## config.mk

```make
export PLATFORM = sky130hd
export DESIGN_NAME = branch_squash_unit_flat
export DESIGN_NICKNAME = d
export VERILOG_FILES = /design/src/rtl/branch_squash_unit_if.sv /design/src/rtl/branch_squash_unit.sv /design/src/flat_wrapper.sv
export SDC_FILE = /design/constraint.sdc
export NUM_CORES = 1
export LEC_CHECK = 0
export CAP_MARGIN = 20
export CORE_MARGIN = 2
export CORE_UTILIZATION = 49
export DETAILED_ROUTE_END_ITERATION = 12
export DONT_BUFFER_PORTS = 1
export PLACE_DENSITY = 0.7
export SLEW_MARGIN = 5
export SYNTH_ARGS = -nofsm -noshare
export SYNTH_HDL_FRONTEND = slang
export SYNTH_SLANG_ARGS = --single-unit
```

## constraint.sdc

```tcl
create_clock -name clk -period 1.23 [get_ports clk]
set_clock_uncertainty 0.15 [all_clocks]
set_input_delay 0.246 -clock clk [delete_from_list [all_inputs] [get_ports clk]]
set_output_delay 0.246 -clock clk [all_outputs]
set_load 0.01 [all_outputs]
```

## src/rtl/branch_squash_unit_if.sv

```systemverilog
// Bubble/redirect bundle between the hazard unit, fetch and the IF/ID squash logic.
// pc_load is a one-cycle pulse with no back-pressure: PC must take pc_next on the cycle it is high.
interface branch_squash_unit_if;
  logic [1:0]  bubble;
  logic [31:0] br_target;
  logic [31:0] if_pc;
  logic [31:0] if_instr;
  logic        stall;
  logic [31:0] id_pc;
  logic [31:0] id_instr;
  logic        id_valid;
  logic        pc_load;
  logic [31:0] pc_next;
  logic        seq_err;
  logic [15:0] squash_cnt;
  logic        drain_dbg;

  modport master (
    output bubble, br_target, if_pc, if_instr, stall,
    input  id_pc, id_instr, id_valid, pc_load, pc_next, seq_err, squash_cnt, drain_dbg
  );

  modport slave (
    input  bubble, br_target, if_pc, if_instr, stall,
    output id_pc, id_instr, id_valid, pc_load, pc_next, seq_err, squash_cnt, drain_dbg
  );
endinterface

```

## src/rtl/branch_squash_unit.sv

```systemverilog
// IF/ID squash, PC redirect and bubble-sequence checking for the five-stage core.
// Optional squashed-slot counter enabled by defining SQUASH_STATS_EN.
module branch_squash_unit #(
  parameter logic [31:0] NOP_WORD = 32'h0000_0000
) (
  input  logic                  clk,
  input  logic                  rst_n,
  branch_squash_unit_if.slave   bus
);

  typedef enum logic {IDLE = 1'b0, DRAIN = 1'b1} state_t;

  state_t      state_q, state_d;
  logic        redirect;
  logic        legal;
  logic [1:0]  prev_bubble_q;
  logic [31:0] id_pc_q, id_instr_q, pc_next_q;
  logic        id_valid_q, pc_load_q, seq_err_q;

  always_comb begin
    state_d  = state_q;
    redirect = 1'b0;
    case (state_q)
      IDLE: begin
        if (bus.bubble == 2'd3) begin
          state_d  = DRAIN;
          redirect = 1'b1;
        end
      end
      DRAIN: begin
        if (bus.bubble == 2'd0) state_d = IDLE;
      end
      default: state_d = IDLE;
    endcase
  end

  always_comb begin
    legal = 1'b0;
    case ({prev_bubble_q, bus.bubble})
      {2'd0, 2'd0}, {2'd0, 2'd3}, {2'd3, 2'd2}, {2'd2, 2'd1}, {2'd1, 2'd0}: legal = 1'b1;
      default: legal = 1'b0;
    endcase
  end

  always_ff @(posedge clk) begin
    if (!rst_n) begin
      state_q       <= IDLE;
      prev_bubble_q <= 2'd0;
      pc_load_q     <= 1'b0;
      pc_next_q     <= 32'h0;
      seq_err_q     <= 1'b0;
      id_pc_q       <= 32'h0;
      id_instr_q    <= NOP_WORD;
      id_valid_q    <= 1'b0;
    end else begin
      state_q       <= state_d;
      prev_bubble_q <= bus.bubble;
      pc_load_q     <= redirect;
      if (redirect) pc_next_q <= bus.br_target;
      if (!legal) seq_err_q <= 1'b1;
      // Squash wins over a data-hazard stall; a stall only holds when no bubble is pending.
      if (bus.bubble != 2'd0) begin
        id_instr_q <= NOP_WORD;
        id_pc_q    <= bus.if_pc;
        id_valid_q <= 1'b0;
      end else if (!bus.stall) begin
        id_instr_q <= bus.if_instr;
        id_pc_q    <= bus.if_pc;
        id_valid_q <= 1'b1;
      end
    end
  end

`ifdef SQUASH_STATS_EN
  logic [15:0] squash_cnt_q;

  always_ff @(posedge clk) begin
    if (!rst_n) begin
      squash_cnt_q <= 16'h0000;
    end else if (bus.bubble != 2'd0 && squash_cnt_q != 16'hFFFF) begin
      squash_cnt_q <= squash_cnt_q + 16'd1;
    end
  end

  assign bus.squash_cnt = squash_cnt_q;
`else
  assign bus.squash_cnt = 16'h0000;
`endif

  assign bus.id_pc     = id_pc_q;
  assign bus.id_instr  = id_instr_q;
  assign bus.id_valid  = id_valid_q;
  assign bus.pc_load   = pc_load_q;
  assign bus.pc_next   = pc_next_q;
  assign bus.seq_err   = seq_err_q;
  assign bus.drain_dbg = (state_q == DRAIN);

endmodule

```

## src/flat_wrapper.sv

```systemverilog
// flat-port wrapper written by rule: the top's interface ports become plain ports
module branch_squash_unit_flat 
#(
  parameter logic [31:0] NOP_WORD = 32'h0000_0000
)
  (clk, rst_n, bus_bubble, bus_br_target, bus_if_pc, bus_if_instr, bus_stall, bus_id_pc, bus_id_instr, bus_id_valid, bus_pc_load, bus_pc_next, bus_seq_err, bus_squash_cnt, bus_drain_dbg);
  branch_squash_unit_if bus_i ();
  input  logic clk;
  input  logic rst_n;
  input wire logic [$bits(bus_i.bubble)-1:0] bus_bubble;
  input wire logic [$bits(bus_i.br_target)-1:0] bus_br_target;
  input wire logic [$bits(bus_i.if_pc)-1:0] bus_if_pc;
  input wire logic [$bits(bus_i.if_instr)-1:0] bus_if_instr;
  input wire logic [$bits(bus_i.stall)-1:0] bus_stall;
  output wire logic [$bits(bus_i.id_pc)-1:0] bus_id_pc;
  output wire logic [$bits(bus_i.id_instr)-1:0] bus_id_instr;
  output wire logic [$bits(bus_i.id_valid)-1:0] bus_id_valid;
  output wire logic [$bits(bus_i.pc_load)-1:0] bus_pc_load;
  output wire logic [$bits(bus_i.pc_next)-1:0] bus_pc_next;
  output wire logic [$bits(bus_i.seq_err)-1:0] bus_seq_err;
  output wire logic [$bits(bus_i.squash_cnt)-1:0] bus_squash_cnt;
  output wire logic [$bits(bus_i.drain_dbg)-1:0] bus_drain_dbg;
  assign bus_i.bubble = bus_bubble;
  assign bus_i.br_target = bus_br_target;
  assign bus_i.if_pc = bus_if_pc;
  assign bus_i.if_instr = bus_if_instr;
  assign bus_i.stall = bus_stall;
  assign bus_id_pc = bus_i.id_pc;
  assign bus_id_instr = bus_i.id_instr;
  assign bus_id_valid = bus_i.id_valid;
  assign bus_pc_load = bus_i.pc_load;
  assign bus_pc_next = bus_i.pc_next;
  assign bus_seq_err = bus_i.seq_err;
  assign bus_squash_cnt = bus_i.squash_cnt;
  assign bus_drain_dbg = bus_i.drain_dbg;
  branch_squash_unit #(.NOP_WORD(NOP_WORD)) u_core (.clk(clk), .rst_n(rst_n), .bus(bus_i));
endmodule
```

==> run metrics <==
first-pass GRT wire length=14.8 mm; fin util=0.659; Fin. Hold Viols=101; ant diodes=0; DRC=0; pwr/cell area=1240 nW/µm²; clk slew on worst S/H paths=0.10 ns; average size of a mapped cell=9.08 µm²; period utilisation layout=1.02; area grow syn2layout=31.4%; commonest cells in the netlist=nand2_1, dfxtp_1, a21boi_1; layout cell share with drive strength beyond 1=0.0562; pin count of the biggest net entering global routing=71; worst setup slack after layout=-0.0251 ns; RSZ-0062 raised after global routing=yes; Syn Inst Count=425; Wirelength per Cell=15.8 µm; status=complete, but fails checks; vias=3136; total clock sinks=102; Tot Pwr=6.28 mW; Initial Util=0.502; fin. max-slew vios=0; initial antenna violation count=0; asr flop ratio synth=0; Max Buffers Root-to-Sink=2; Yosys cell types=22; Die Ht=92.7 µm; TritonCTS Buffers=9; number of buffers added on ports=0; Syn Std Cell Area=3860 µm²; Synth Flop Type=dfxtp_1; Vias per Instance=5.07; Die Width=92.7 µm; WL final=9.77 mm; DIE AREA=8600 µm²; crit path DAT=1.40 ns; CP startpoint kind=flop; root buf cell=clkbuf_8; Post-DRT Antenna Nets=0; largest area contributor in the netlist=dfxtp_1; Lkg Pwr=2.10 nW; share of the synthesized area in the top cell type=0.529; Layout Nets=612; reg2reg setup slack=-0.03 ns; dominant cells by area after synthesis=dfxtp_1, a21boi_1, nand2_1; I/O Pins=217; Overall Global Routing Usage=0.220; worst hold margin=-0.164 ns; Critical Path Sink Type=flop; post-cts hold buffer count=99; GR Overflow Total=0; Rows=32; Period minus WS final=1.26 ns; Yosys reg bits=102; count leader, synth=nand2_1; Worst Path Required=1.38 ns; VDD IR max=595 µV; DPL Wire Length=5.67 mm; count of final setup violators=1; CTS tree=yes; violated checks=hold timing, setup timing; number of max-cap violations=0; H-tree levels=3; Clk Latency, worst-skew pair=0.36 ns; EDFF count, synth=0; Crit Path Max Fanout=28; sequential-to-total area share from yosys stat=0.529; number of global-route vias before repair=3091; worst min path class=primary input to flop; critical path class=flop to flop; FMAX=797 MHz; total negative setup slack=-0.0251 ns; 1st-iter DRT viols=90; pre-CTS WS=-0.0313 ns; DR pass1 iterations=4; Placer Congestion=0.697; Core Region=7690 µm²; warnings from Yosys=0
==> flip-flops by register name, indices dropped and copies added, names as in the netlist <==
name                  flops
u_core.bus.id_instr      32
u_core.bus.id_pc         32
u_core.bus.pc_next       32
u_core.prev_bubble_q      2
u_core.bus.drain_dbg      1
u_core.bus.id_valid       1
u_core.bus.pc_load        1
u_core.bus.seq_err        1
==> per-stage QoR <==
| stage | cell area, µm² | cells |
|---|---|---|
| 5_1_grt | 5070 | 618 |
| 3_3_place_gp | 3870 | 503 |
| 6_report | 5070 | 618 |
| 4_1_cts | 5060 | 618 |
| 3_5_place_dp | 3870 | 503 |
| 2_1_floorplan | 3940 | 440 |
==> power by group <==
group / leakage, nW / switching (mW) / total, mW / internal (mW)
Sequential: 0.837 / 0.167 / 3.61 / 3.45
Clock: 0.101 / 1.13 / 2.00 / 0.870
Combinational: 1.16 / 0.260 / 0.664 / 0.404
==> worst max-delay path, cell delays in order (launching register included) <==
cell and delay, ns:
dfxtp_2 0.35, and3b_2 0.26, buf_12 0.17, nand2_1 0.11, a21boi_2 0.14
==> routing by layer <==
metal  vias to the layer above  GRT usage  routed length (µm)
met5                         -          0                   0
met4                         0     0.0870                 173
met3                        16     0.0854                 997
met2                       160      0.403                4960
met1                      1451      0.223                3650
li1                       1509          -                   -
==> what timing repair did <==
action / 4_1_cts / 5_1_grt
setup buffers: 0 / 0
endpoints found under the setup margin: 3 / 28
endpoints found under the hold margin: 102 / 101
gates resized for setup: 2 / 4
cloned: 0 / 0
==> cell type report <==
cell class | instances | area (µm²)
Clock inverter | 5 | 40.0
Timing Repair Buffer | 106 | 1100
Fill cell | 585 | 2620
Clock buffer | 11 | 151
Inverter | 1 | 3.75
Tap cell | 102 | 128
Multi-Input combinational cell | 291 | 1600
Sequential cell | 102 | 2040
==> path summary, 6_finish.rpt <==
kind | start | endpoint | depth (start not counted)
setup / recovery | u_core.bus.drain_dbg | u_core.bus.pc_next[27] | 4
hold / removal | bus_stall | u_core.bus.id_valid | 1
setup reg to reg | u_core.bus.drain_dbg | u_core.bus.pc_next[27] | 4
hold reg to reg | u_core.bus.pc_next[14] | u_core.bus.pc_next[14] | 2
==> placed cells by master (no fill, tap or decap), types with 2 or more instances in the layout <==
master and n:
a21boi_1 63, a21boi_2 2, and2_1 3, buf_12 4
buf_4 2, clkbuf_8 11, conb_1 16, dfxtp_1 100
dfxtp_2 2, dlygate4sd3_1 98, inv_6 3, mux2i_1 32
nand2_1 130, nand3_1 2, nor2_1 34
==> logic make-up after synthesis <==
family | Yosys count | synth area share
compound gates | 69 | 0.134
xor+xnor | 1 | 0.00227
buf+inv | 47 | 0.0743
flops | 102 | 0.529
mux | 32 | 0.0830
other cells | 1 | 0.000972
simple gates | 173 | 0.177
Note: power is estimated with default switching activity, not from simulation.
